[config.mk]
export PLATFORM = sky130hd
export DESIGN_NAME = ssp_audio_resampler
export DESIGN_NICKNAME = d
export VERILOG_FILES = /design/src/rtl/ssp_audio_pkg.sv /design/src/rtl/ssp_audio_resampler_fifo.sv /design/src/rtl/ssp_audio_resampler.sv
export SDC_FILE = /design/constraint.sdc
export NUM_CORES = 1
export LEC_CHECK = 0
export ABC_CLOCK_PERIOD_IN_PS = 4700
export CAP_MARGIN = 10
export CORE_ASPECT_RATIO = 0.6
export CORE_MARGIN = 8
export CORE_UTILIZATION = 25
export CTS_CLUSTER_DIAMETER = 80
export DETAILED_ROUTE_END_ITERATION = 16
export PLACE_DENSITY = 0.46
export SYNTH_ARGS = -nofsm -noshare
export SYNTH_HDL_FRONTEND = slang
export SYNTH_HIERARCHICAL = 1
export SYNTH_SLANG_ARGS = --single-unit
export TNS_END_PERCENT = 100
[constraint.sdc]
create_clock -name clk_logic_i -period 4.7 [get_ports clk_logic_i]
set_clock_uncertainty 0.15 [all_clocks]
set_input_delay 0.94 -clock clk_logic_i [delete_from_list [all_inputs] [get_ports clk_logic_i]]
set_output_delay 0.94 -clock clk_logic_i [all_outputs]
set_load 0.01 [all_outputs]
[src/rtl/ssp_audio_pkg.sv]
// Shared types, limits and default rates for the SuperSprite audio resampler.
package ssp_audio_pkg;

  typedef logic signed [15:0] ssp_sample_t;

  localparam int SSP_SAMPLE_MAX = 32767;
  localparam int SSP_SAMPLE_MIN = -32768;
  localparam int SSP_CLK_HZ     = 54_000_000;
  localparam int SSP_SAMPLE_HZ  = 48_000;

  // Clamp a wide signed value into the 16-bit sample range.
  function automatic ssp_sample_t ssp_saturate(input logic signed [31:0] v);
    if (v > SSP_SAMPLE_MAX) begin
      return ssp_sample_t'(SSP_SAMPLE_MAX);
    end
    if (v < SSP_SAMPLE_MIN) begin
      return ssp_sample_t'(SSP_SAMPLE_MIN);
    end
    return ssp_sample_t'(v[15:0]);
  endfunction

endpackage

[src/rtl/ssp_audio_resampler_fifo.sv]
// First-word-fall-through sample FIFO with a registered head and wrap-bit pointers.
module ssp_sample_fifo
  import ssp_audio_pkg::*;
#(
  parameter int DEPTH = 4,
  parameter int WIDTH = $bits(ssp_sample_t)
) (
  input  logic             i_clk,
  input  logic             i_rst_n,
  input  logic             i_push,
  input  logic [WIDTH-1:0] i_data,
  input  logic             i_pop,
  output logic [WIDTH-1:0] o_head,
  output logic             o_empty,
  output logic             o_full
);

  localparam int AW = $clog2(DEPTH);
  localparam logic [AW:0] PTR_ONE = 1;

  logic [WIDTH-1:0] r_mem [DEPTH];
  logic [WIDTH-1:0] r_head;
  logic [AW:0]      r_wr_ptr;
  logic [AW:0]      r_rd_ptr;
  logic [AW:0]      w_rd_next;
  logic             w_do_push;
  logic             w_do_pop;

  assign o_empty   = (r_wr_ptr == r_rd_ptr);
  assign o_full    = (r_wr_ptr[AW-1:0] == r_rd_ptr[AW-1:0]) && (r_wr_ptr[AW] != r_rd_ptr[AW]);
  assign w_do_pop  = i_pop && !o_empty;
  assign w_do_push = i_push && (!o_full || w_do_pop);
  assign w_rd_next = r_rd_ptr + {{AW{1'b0}}, w_do_pop};
  assign o_head    = r_head;

  // The head register tracks the entry the read pointer lands on; a write into
  // that very slot (FIFO empty after this cycle's pop) is bypassed straight in.
  always_ff @(posedge i_clk or negedge i_rst_n) begin
    if (!i_rst_n) begin
      r_wr_ptr <= '0;
      r_rd_ptr <= '0;
      r_head   <= '0;
      for (int i = 0; i < DEPTH; i++) begin
        r_mem[i] <= '0;
      end
    end else begin
      if (w_do_push) begin
        r_mem[r_wr_ptr[AW-1:0]] <= i_data;
        r_wr_ptr                <= r_wr_ptr + PTR_ONE;
      end
      r_rd_ptr <= w_rd_next;
      if (w_do_push && (r_wr_ptr == w_rd_next)) begin
        r_head <= i_data;
      end else begin
        r_head <= r_mem[w_rd_next[AW-1:0]];
      end
    end
  end

endmodule

[src/rtl/ssp_audio_resampler.sv]
// SuperSprite PSG mix to fixed-rate signed audio: low-pass, rate strobe,
// DC blocker with gain and saturation, and an output FIFO.
module ssp_audio_resampler
  import ssp_audio_pkg::*;
#(
  parameter int CLK_HZ     = SSP_CLK_HZ,
  parameter int SAMPLE_HZ  = SSP_SAMPLE_HZ,
  parameter int LPF_SHIFT  = 4,
  parameter int DCB_SHIFT  = 10,
  parameter int GAIN_SHIFT = 1,
  parameter int FIFO_DEPTH = 4
) (
  input  logic        clk_logic_i,
  input  logic        reset_n_i,
  input  logic [15:0] audio_i,
  input  logic        enable_i,
  output logic [15:0] sample_o,
  output logic        valid_o,
  input  logic        ready_i,
  output logic        overflow_o,
  input  logic        clear_i
);

  localparam int LW = 16 + LPF_SHIFT;
  localparam int DW = 18 + DCB_SHIFT;

  logic [LW-1:0]        r_lpf;
  logic [15:0]          w_lpf_in;
  logic [15:0]          w_x;
  logic [31:0]          r_acc;
  logic [32:0]          w_acc_n;
  logic                 w_wrap;
  logic                 r_strobe;
  logic signed [DW-1:0] r_dc;
  logic signed [DW-1:0] w_dc_shift;
  logic signed [17:0]   w_d;
  logic signed [17:0]   r_d;
  logic                 r_s1_valid;
  logic signed [31:0]   w_y_wide;
  logic [15:0]          r_y;
  logic                 r_push;
  logic                 r_overflow;
  logic                 w_empty;
  logic                 w_full;
  logic                 w_pop;
  logic                 w_drop;

  assign w_lpf_in   = enable_i ? audio_i : 16'd0;
  assign w_x        = 16'(r_lpf >> LPF_SHIFT);
  assign w_acc_n    = {1'b0, r_acc} + 33'(SAMPLE_HZ);
  assign w_wrap     = (w_acc_n >= 33'(CLK_HZ));
  assign w_dc_shift = r_dc >>> DCB_SHIFT;
  assign w_d        = $signed({2'b00, w_x}) - 18'(w_dc_shift);
  assign w_y_wide   = $signed({{14{r_d[17]}}, r_d}) <<< GAIN_SHIFT;

  assign valid_o    = !w_empty;
  assign w_pop      = valid_o && ready_i;
  assign w_drop     = r_push && w_full && !w_pop;
  assign overflow_o = r_overflow;

  // The low-pass sum stays within LW bits because its fixed point is in << LPF_SHIFT.
  always_ff @(posedge clk_logic_i or negedge reset_n_i) begin
    if (!reset_n_i) begin
      r_lpf      <= '0;
      r_acc      <= '0;
      r_strobe   <= 1'b0;
      r_dc       <= '0;
      r_d        <= '0;
      r_s1_valid <= 1'b0;
      r_y        <= '0;
      r_push     <= 1'b0;
      r_overflow <= 1'b0;
    end else begin
      r_lpf    <= r_lpf + LW'(w_lpf_in) - (r_lpf >> LPF_SHIFT);
      r_acc    <= w_wrap ? 32'(w_acc_n - 33'(CLK_HZ)) : w_acc_n[31:0];
      r_strobe <= w_wrap && enable_i;

      r_s1_valid <= r_strobe;
      if (r_strobe) begin
        r_d  <= w_d;
        r_dc <= r_dc + DW'(w_d);
      end

      r_push <= r_s1_valid;
      if (r_s1_valid) begin
        r_y <= ssp_saturate(w_y_wide);
      end

      if (w_drop) begin
        r_overflow <= 1'b1;
      end else if (clear_i) begin
        r_overflow <= 1'b0;
      end
    end
  end

  ssp_sample_fifo #(
    .DEPTH (FIFO_DEPTH),
    .WIDTH (16)
  ) u_fifo (
    .i_clk   (clk_logic_i),
    .i_rst_n (reset_n_i),
    .i_push  (r_push),
    .i_data  (r_y),
    .i_pop   (w_pop),
    .o_head  (sample_o),
    .o_empty (w_empty),
    .o_full  (w_full)
  );

endmodule

==> metrics, run 1 <==
dpl ws=-260 ps; # DRC=0; PortBufs=38; PwrDens=549 nW/um^2; Root Driver=clkbuf_16; area growth from synthesis to layout=21.4%; fill count=4970; Lkg Pwr=6.80 nW; Synth Area in Compound Gates=12.1%; Final WS setup=197 ps; syn_nets=1274; unique cell type count in the Yosys netlist=75; Multi-input gate area=6820 sq um; FP Rows=62; clk buf depth=2; Slew Limit Fails=0; DRT Pass-1 Iters=4; Min-Delay Path Class=reg -> reg; Final min period=4500 ps; synthesized cell area=12100 sq um; most common flop cell mapped by yosys=dfrtp_1; XOR/XNOR Fraction of Synth Area=7.00%; CTS Sinks=197; worst-path maximum fanout=2; post-synthesis mux area share=13.7%; Adder-Cell Fraction of Synth Area=10.5%; I/O pins=39; Setup Viol. Count Final=0; vias in the first global route=8955; clock power share=18.3%; FFs w/ async S/R, synth=100%; fmax=222 MHz; Overall Global Routing Usage=10.5%; hpwl dp=21200 microns; DIE AREA=56100 sq um; met2 wire len=11800 microns; placed cell area=13800 sq um; Die X=301 microns; core area=47900 sq um; status=finished clean; initial antenna violation count=0; RSZ-0062 raised after global routing=yes; simple-gate share of the synthesized area=10.9%; sequential fraction of design power=24.2%; VDD IR max=0.000277 V; largest family of logic cells by synthesized area=multiplexers; sequential cell area=4930 sq um; die height=187 microns; Congestion Overflow GR=0; maxcap violations=0; Placer Congestion=0.796; top sig layer=met4; CP required=4830 ps; met3 wire len=1060 microns; via count=8749; WHS Path Cells=1; wl on met1=16000 microns; share of the yosys chip area belonging to registers=40.6%; Util after Layout=30.8%; Setup CP Type=reg -> reg; Final Hold Viols=0; Avg Cell Area, Syn=10.5 sq um; P_int=4.84 mW; Starting Density=25.3%; share of post-route cells with drive strength above 1=24.7%; sw frac=40.2%; Ant. Diodes=0; design area=14700 sq um; hold_buf cts=0; R2R depth=22; clk slew on worst S/H paths=80 ps; commonest non-fill, non-tap cell in the layout=dfrtp_1; P_sw=3.26 mW; most frequent cells in the layout=196 x dfrtp_1, 109 x inv_1, 109 x mux2_2, 97 x buf_4, 90 x nand2_1; clk_lat worst skew=450 ps; Worst Tran Pin Value=999 ps; element type at the critical path end=register; cts bufs inserted=17; number of flops mapped to enable cells by yosys=0; CP startpoint kind=register; wire length per cell=14.9 microns; FF+latch count, synth=197; via/cell ratio=4.51; global-route wire length before repair=48900 microns; CTS tree=yes; Slew headroom=33.2%; fin crit share=95.8%; DR iter-0 viols=531; Final Net Count=1397; antenna viol nets, final=0; largest net degree at the start of global routing=91; Cells after Synth=1162; Comb power frac=57.5%; total wire length=29000 microns; Yosys warning total=6; H-tree levels=4; crit path DAT=4630 ps
## Yosys cell counts, types with 4 or more instances
library cell,count,area share (%)
a211o_1,5,0.36
a211oi_1,7,0.43
a21o_1,15,0.93
a21oi_1,57,2.3
a31oi_1,12,0.62
and2_1,4,0.21
and3_1,7,0.36
buf_4,5,0.31
buf_6,5,0.46
clkbuf_1,16,0.49
dfrtp_1,197,41
fa_1,18,3.0
ha_1,73,7.5
inv_1,110,3.4
mux2_2,109,10
mux2i_1,8,0.66
mux4_2,16,3.0
nand2_1,91,2.8
nand2_2,4,0.21
nand2b_1,5,0.26
nand3_1,22,0.91
nand4_1,6,0.31
nor2_1,75,2.3
nor2b_1,11,0.57
nor3_1,23,0.95
nor4_1,4,0.21
o211ai_1,10,0.62
o21a_1,6,0.37
o21ai_0,43,1.8
o21bai_1,9,0.56
o22ai_1,19,0.98
o31ai_1,4,0.25
or3_1,6,0.31
xnor2_1,57,4.1
xor2_1,37,2.7
## power by group through the flow
stage	sequential (mW)	clock, mW	combinational [mW]
6_report	1.96	1.48	4.66
5_1_grt	1.98	1.62	5.27
4_1_cts	1.97	1.55	4.45
3_5_place_dp	2.00	0	4.39
3_3_place_gp	2.00	0	4.38
2_1_floorplan	1.96	0	2.99
## registers in the layout, indices dropped and copies added, names as in the netlist
signal / flops
u_fifo/r_mem: 64
r_dc: 28
r_acc: 25
r_lpf: 20
r_d: 18
r_y: 16
u_fifo/o_head: 16
u_fifo/r_rd_ptr: 3
u_fifo/r_wr_ptr: 3
overflow_o: 1
r_push: 1
r_s1_valid: 1
r_strobe: 1
## routing by layer
metal	GRT usage [%]	vias to the layer above
met2	14.8	97
met4	1.76	0
li1	-	4333
met1	16.3	4309
met3	2.38	10
met5	0	-
## cell type report
class	count	area share, %
multi-input combinational	819	46.2
timing repair buffer	140	8.04
clock buffer	18	2.98
sequential	197	33.4
clock inverter	14	1.05
inverter	110	2.80
tap	640	5.43
## cells by family (layout without fill, tap and decap cells)
kind of cell	count (synthesis)	in the layout
DFF	197	197
xor gates and xnor gates	95	95
adders and majority gates	91	91
AOI/OAI and AO/OA	223	223
and+or+nand+nor	277	277
buffers and inverters	146	282
muxes	133	133
## worst paths after layout
path,start,endpoint,slack (ps)
min in group asynchronous,reset_n_i,r_lpf[2],390
setup / recovery,r_dc[11],r_dc[27],200
hold / removal,r_lpf[0],r_lpf[0],330
setup reg to reg,r_dc[11],r_dc[27],200
max in group asynchronous,reset_n_i,u_fifo/r_mem[50],3060
hold reg to reg,r_lpf[0],r_lpf[0],330
## per-stage QoR
step / hold slack [ps] / instances / power (mW) / TNS, ps
after floorplan: 202 / 1162 / 4.95 / 0
after global placement: 319 / 1889 / 6.38 / -1140
after detailed placement: 321 / 1889 / 6.39 / -1160
after CTS: 340 / 1923 / 7.96 / 0
after global routing: 341 / 1938 / 8.86 / -194
final: 334 / 1938 / 8.10 / 0
## repair_timing
item | CTS | global route
gates resized for setup | 9 | 41
endpoints found under the setup margin | 6 | 14
pin swaps | 6 | 35
buffers inserted | 2 | 15
## critical path: stages (launching register included)
cell and delay (ps):
dfrtp_1 400, buf_4 130, buf_4 130, fa_2 340
nor2b_1 150, o21ai_2 90, a21boi_2 190, o21ai_2 100
nand2_2 70, a21o_1 120, a21oi_1 80, xnor2_1 220
ha_1 280, a211o_1 300, o211ai_1 100, a21oi_1 90
a311o_1 400, a31oi_4 270, o21ai_2 100, and4_4 220
o31ai_4 180, xor2_1 160, a21oi_1 80
No activity file was read; power rests on OpenSTA's default activity.
==> run 2: changes to the inputs <==
--- a/config.mk
+++ b/config.mk
@@ -17,4 +17,4 @@
 export SYNTH_HDL_FRONTEND = slang
 export SYNTH_HIERARCHICAL = 1
 export SYNTH_SLANG_ARGS = --single-unit
-export TNS_END_PERCENT = 100
+export TNS_END_PERCENT = 10
==> run 2 against run 1 <==
Effect of this change:
- via count is 0.22% lower
- non-clock buffer count shrank 4
- cell count down 0.21%
- utilization down 0.16 points
- clock-buffer cell count did not move
- fmax is 0.16% higher
- first-iteration DRC count grew 5.6%
- register-to-register slack hardly changed
- die area is the same
- setup slack better by 7.1 ps
- cell area shrank 0.51%
- flip-flop and latch count is the same
==> metrics, run 2 (same netlist as run 1, synthesis figures left out) <==
R2R depth=22 (unchanged); cts bufs inserted=17 (unchanged); max FFs per register=64 (unchanged); CP required=4830 ps (about the same); Worst R2R End=r_dc[27] (unchanged); largest net degree at the start of global routing=91 (unchanged); fin crit share=95.7% (was 95.8%); H-tree levels=4 (unchanged); RSZ-0062 raised after global routing=yes (unchanged); WHS Path Cells=1 (unchanged); Min-Delay Path Class=reg -> reg (unchanged); clk buf depth=2 (unchanged); FP Rows=62 (unchanged); worst-path maximum fanout=2 (unchanged); final hold slack=334 ps (about the same); DR iter-0 viols=561 (was 531); Root Driver=clkbuf_16 (unchanged); via count=8730 (was 8749); Placer Congestion=0.796 (unchanged); Pwr Total=8.04 mW (was 8.10 mW); Final WS setup=204 ps (was 197 ps); antenna viol nets, final=0 (unchanged); die height=187 microns (unchanged); DRT Pass-1 Iters=7 (was 4); Worst Tran Pin Value=996 ps (was 999 ps); final instance count without filler cells=1934 (was 1938); HP Start=r_lpf[0] (unchanged); VDD IR max=0.000278 V (was 0.000277 V); CP startpoint kind=register (unchanged); core area=47900 sq um (unchanged); dpl ws=-260 ps (unchanged); clk_lat worst skew=450 ps (about the same); initial antenna violation count=0 (unchanged); Die X=301 microns (unchanged); Slew Limit Fails=0 (unchanged); Ant. Diodes=0 (unchanged); PortBufs=38 (unchanged); Final Net Count=1393 (was 1397); status=finished clean (unchanged); commonest non-fill, non-tap cell in the layout=dfrtp_1 (unchanged); Setup TNS Final=0 ps (unchanged); reg2reg start=r_dc[11] (unchanged); hpwl dp=21200 microns (unchanged); Final min period=4500 ps (about the same); worst reg-to-reg setup slack=200 ps (about the same); Setup Viol. Count Final=0 (unchanged); I/O pins=39 (unchanged); Slew headroom=33.4% (was 33.2%); # DRC=0 (unchanged); Lkg Pwr=6.78 nW (was 6.80 nW); fmax=222 MHz (about the same); Setup CP Type=reg -> reg (unchanged); hold_buf cts=0 (unchanged); Overall Global Routing Usage=10.5% (unchanged); share of post-route cells with drive strength above 1=24.2% (was 24.7%); total wire length=28900 microns (was 29000 microns); Starting Density=25.3% (unchanged); Worst Hold Path EP=r_lpf[0] (unchanged); clk slew on worst S/H paths=80 ps (about the same); Congestion Overflow GR=0 (unchanged); Largest regs=u_fifo/r_mem: 64 flops, r_dc: 28 flops, r_acc: 25 flops (unchanged); vias in the first global route=8955 (unchanged); most frequent cells in the layout=196 x dfrtp_1, 109 x mux2_2, 108 x inv_1, 95 x buf_4, 90 x nand2_1 (was 196 x dfrtp_1, 109 x inv_1, 109 x mux2_2, 97 x buf_4, 90 x nand2_1); CTS Sinks=197 (unchanged); element type at the critical path end=register (unchanged); area growth from synthesis to layout=20.8% (was 21.4%); PwrDens=548 nW/um^2 (was 549 nW/um^2); largest register by flop count=u_fifo/r_mem (unchanged); via/cell ratio=4.51 (about the same); maxcap violations=0 (unchanged); global-route wire length before repair=48900 microns (unchanged); wire length per cell=15.0 microns (was 14.9 microns); Final Hold Viols=0 (unchanged); CTS tree=yes (unchanged); crit path DAT=4630 ps (about the same); DIE AREA=56100 sq um (unchanged); Placed Instances=1889 (unchanged)
[run 2: cell types whose count changed in the layout (fill, tap and decap cells not counted), moves of 2 or more]
| cell | previous run | this run |
|---|---|---|
| buf_6 | 3 | 1 |
| buf_4 | 97 | 95 |
| ha_1 | 67 | 69 |
| ha_4 | 5 | 2 |
[run 2: through the flow]
step | cell area [sq um] | utilization, %
after global placement | 13800 | 28.8
after CTS | 14400 | 30.1
after floorplan | 12200 | -
final | 14700 | 30.6
after global routing | 14700 | 30.6
after detailed placement | 13800 | 28.8
[run 2: repair_timing]
item	in CTS	in global routing
buffers inserted	2	11
pin swaps	6	37
resized for setup	9	35
setup endpoints to repair	6	14
[run 2: final cells by class]
| class | instances | area (sq um) |
|---|---|---|
| sequential | 197 | 4930 |
| timing repair buffer | 136 | 1150 |
| clock inverter | 14 | 155 |
| inverter | 110 | 413 |
| clock buffer | 18 | 439 |
| fill | 4975 | 33300 |
| multi-input combinational | 819 | 6780 |
| tap | 640 | 801 |
[run 2: worst max-delay path: stages (launching register included)]
cell and delay (ps):
dfrtp_1 400, buf_4 140, buf_4 130, fa_2 340, nor2b_1 150, o21ai_2 90, a21boi_2 190, o21ai_2 100
nand2_2 80, a21o_1 120, a21oi_1 70, xnor2_1 220, ha_1 280, a211o_1 300, o211ai_1 90, a21oi_1 90
a311o_1 400, a31oi_4 270, o21ai_2 100, and4_4 220, o31ai_4 180, xor2_1 160, a21oi_1 80
[run 2: power breakdown]
part | internal, mW | switching, mW | total, mW
clock network | 0.731 | 0.754 | 1.48
logic | 2.22 | 2.38 | 4.60
registers | 1.84 | 0.114 | 1.96
total | 4.79 | 3.25 | 8.04
[run 2: worst max-delay path by stage]
stage	depth (start not counted)	to	start
final	22	r_dc[27]	r_dc[11]
after global routing	22	r_dc[21]	r_dc[11]
after CTS	22	r_dc[27]	r_lpf[4]
after detailed placement	22	r_dc[27]	r_lpf[4]
after global placement	22	r_dc[27]	r_lpf[4]
after floorplan	20	r_dc[27]	r_dc[11]
[run 2: routing by layer]
| layer | track usage [%] | part of all wire (%) | vias up |
|---|---|---|---|
| li1 | - | - | 4325 |
| met1 | 16.3 | 56 | 4294 |
| met2 | 14.8 | 41 | 101 |
| met3 | 2.38 | 3.4 | 10 |
| met4 | 1.76 | 0.54 | 0 |
| met5 | 0 | 0 | - |
==> run 3: changes to the inputs <==
--- a/config.mk
+++ b/config.mk
@@ -13,6 +13,7 @@
 export CTS_CLUSTER_DIAMETER = 80
 export DETAILED_ROUTE_END_ITERATION = 16
 export PLACE_DENSITY = 0.46
+export REMOVE_ABC_BUFFERS = 1
 export SYNTH_ARGS = -nofsm -noshare
 export SYNTH_HDL_FRONTEND = slang
 export SYNTH_HIERARCHICAL = 1
==> run 3 against run 2 <==
Effect of this change:
- wire length is 1.6% lower
- sequential share of layout area is 0.44 points higher
- fmax is 0.51% lower
- flip-flop and latch count stayed put
- die area stayed put
- clock power hardly changed
- cell area is 1.3% lower
- critical path depth is 2 higher
- via count is 0.22% higher
- non-clock buffer count is 13 lower
- largest power group unchanged
- highest routed layer unchanged
==> metrics, run 3 (same netlist as run 1, synthesis figures left out) <==
# DRC=0 (unchanged); grt met2 use=14.9% (was 14.8%); Largest regs=u_fifo/r_mem: 64 flops, r_dc: 28 flops, r_acc: 25 flops (unchanged); CTS tree=yes (unchanged); element type at the critical path end=register (unchanged); met1 Use GR=15.8% (was 16.3%); wire length per cell=14.8 microns (was 15.0 microns); worst reg-to-reg setup slack=180 ps (was 200 ps); Starting Density=25.3% (unchanged); largest register by flop count=u_fifo/r_mem (unchanged); design area=14500 sq um (was 14700 sq um); die height=187 microns (unchanged); met3 Track Usage GR=2.01% (was 2.38%); hold_buf cts=0 (unchanged); Final Hold Viols=0 (unchanged); Min-Delay Path Class=reg -> reg (unchanged); Pwr Total=7.87 mW (was 8.04 mW); status=finished clean (unchanged); GRT Max-Usage Layer=met1 (unchanged); largest stage delay on the critical path=390 ps (was 400 ps); sequential cell area=4930 sq um (unchanged); DR iter-0 viols=565 (was 561); Lkg Pwr=6.71 nW (was 6.78 nW); Congestion Overflow GR=0 (unchanged); clk_lat worst skew=450 ps (about the same); maxcap violations=0 (unchanged); Slew headroom=26.3% (was 33.4%); Final min period=4520 ps (was 4500 ps); Worst Tran Pin Value=1100 ps (was 996 ps); clk slew on worst S/H paths=80 ps (about the same); Placed Instances=1882 (was 1889); commonest non-fill, non-tap cell in the layout=dfrtp_1 (unchanged); vias in the first global route=8831 (was 8955); max FFs per register=64 (unchanged); cts bufs inserted=17 (unchanged); global-route wire length before repair=47800 microns (was 48900 microns); via/cell ratio=4.56 (was 4.51); antenna viol nets, final=0 (unchanged); Placer Congestion=0.811 (was 0.796); DRT Pass-1 Iters=5 (was 7); fmax=221 MHz (was 222 MHz); Overall Global Routing Usage=10.3% (was 10.5%); PwrDens=544 nW/um^2 (was 548 nW/um^2); H-tree levels=4 (unchanged); DIE AREA=56100 sq um (unchanged); Die X=301 microns (unchanged); via count=8749 (was 8730); VDD IR max=0.000265 V (was 0.000278 V); share of post-route cells with drive strength above 1=22.8% (was 24.2%); Slew Limit Fails=0 (unchanged); CP most frequent cell=buf_4; I/O pins=39 (unchanged); crit-path cells=inv_1 -> ha_1 -> o21ai_1 -> a21oi_2 -> o41ai_2 -> buf_4 -> o211ai_1 -> a31oi_2 -> nor2b_1 -> o21bai_1 -> xor2_1 -> buf_4 -> ha_4 -> a21oi_2 -> buf_4 -> nor2b_1 -> o21a_1 -> o21ai_2 -> nand2b_1 -> a21oi_1 -> o21ai_0 -> a31oi_1 -> xor2_1 -> mux2i_1 (was buf_4 -> buf_4 -> fa_2 -> nor2b_1 -> o21ai_2 -> a21boi_2 -> o21ai_2 -> nand2_2 -> a21o_1 -> a21oi_1 -> xnor2_1 -> ha_1 -> a211o_1 -> o211ai_1 -> a21oi_1 -> a311o_1 -> a31oi_4 -> o21ai_2 -> and4_4 -> o31ai_4 -> xor2_1 -> a21oi_1); Ant. Diodes=0 (unchanged); Root Driver=clkbuf_16 (unchanged); CP startpoint kind=register (unchanged); Setup TNS Final=0 ps (unchanged); fin crit share=96.1% (was 95.7%); total wire length=28500 microns (was 28900 microns); Setup CP Type=reg -> reg (unchanged); area growth from synthesis to layout=19.2% (was 20.8%); core area=47900 sq um (unchanged); CTS Sinks=197 (unchanged); CP required=4860 ps (was 4830 ps); final hold slack=333 ps (was 334 ps); largest net degree at the start of global routing=70 (was 91); Max stage delay cell, worst path=dfrtp_1 (unchanged); initial antenna violation count=0 (unchanged); most frequent cells in the layout=196 x dfrtp_1, 110 x inv_1, 109 x mux2_2, 91 x nand2_1, 84 x buf_4 (was 196 x dfrtp_1, 109 x mux2_2, 108 x inv_1, 95 x buf_4, 90 x nand2_1); PortBufs=38 (unchanged); Final Net Count=1380 (was 1393); FP Rows=62 (unchanged); RSZ-0062 raised after global routing=yes (unchanged); crit path DAT=4680 ps (was 4630 ps); Multi-input gate area=6710 sq um (was 6780 sq um); final instance count without filler cells=1919 (was 1934); fill count=4955 (was 4975); hpwl dp=20900 microns (was 21200 microns); placed cell area=13700 sq um (was 13800 sq um); worst-path maximum fanout=7 (was 2); Setup Viol. Count Final=0 (unchanged); clk buf depth=2 (unchanged)
-- run 3: cell types whose count changed in the layout (fill, tap and decap cells not counted), moves of 2 or more --
cell / before / now
buf_4: 95 / 84
clkinv_8: 3 / 1
ha_2: 2 / 0
a31oi_2: 1 / 3
ha_1: 69 / 72
a31oi_4: 2 / 0
inv_2: 2 / 0
inv_8: 4 / 6
inv_1: 108 / 110
-- run 3: final cells by class --
type	count	area share, %
Sequential cell	197	34.1
Multi-Input combinational cell	819	46.4
Clock buffer	17	2.94
Tap cell	640	5.53
Clock inverter	13	1.11
Inverter	110	2.85
Timing Repair Buffer	123	7.15
-- run 3: repair_timing --
action / 4_1_cts / 5_1_grt
buffers inserted: 1 / 6
setup endpoints to repair: 7 / 14
pin swaps: 3 / 13
gates resized for setup: 9 / 26
-- run 3: critical path, delay by kind of cell, from the launching register on --
| family | cells | cell delay, ps |
|---|---|---|
| AOI/OAI and AO/OA | 12 | 2000 |
| buffers and inverters | 4 | 660 |
| adders and majority gates | 2 | 520 |
| DFF | 1 | 390 |
| xor gates and xnor gates | 2 | 380 |
| and+or+nand+nor | 3 | 190 |
| muxes | 1 | 90 |
-- run 3: where the power goes --
part | internal [mW] | switching, mW
Combinational | 2.09 | 2.32
Clock | 0.760 | 0.747
Sequential | 1.84 | 0.114
-- run 3: final timing paths --
kind / from / to / depth (start not counted)
min: r_lpf[0] / r_lpf[0] / 1
min in group asynchronous: reset_n_i / r_lpf[3] / 1
max reg2reg: r_dc[13] / r_dc[24] / 24
min reg2reg: r_lpf[0] / r_lpf[0] / 1
max: r_dc[13] / r_dc[24] / 24
max in group asynchronous: reset_n_i / r_strobe / 2
-- run 3: stage by stage --
stage / worst slack (ps) / utilization [%]
after floorplan: -217 / -
after global placement: -201 / 28.6
after global routing: -81.8 / 30.2
after CTS: 15.6 / 29.9
final: 181 / 30.2
after detailed placement: -204 / 28.6
-- run 3: routing by layer --
layer	share of wire, %	vias to the layer above	wire [microns]
met2	41	87	11800
met4	0.54	0	155
met3	3.0	12	855
met5	0	-	0
met1	55	4352	15700
li1	-	4298	-
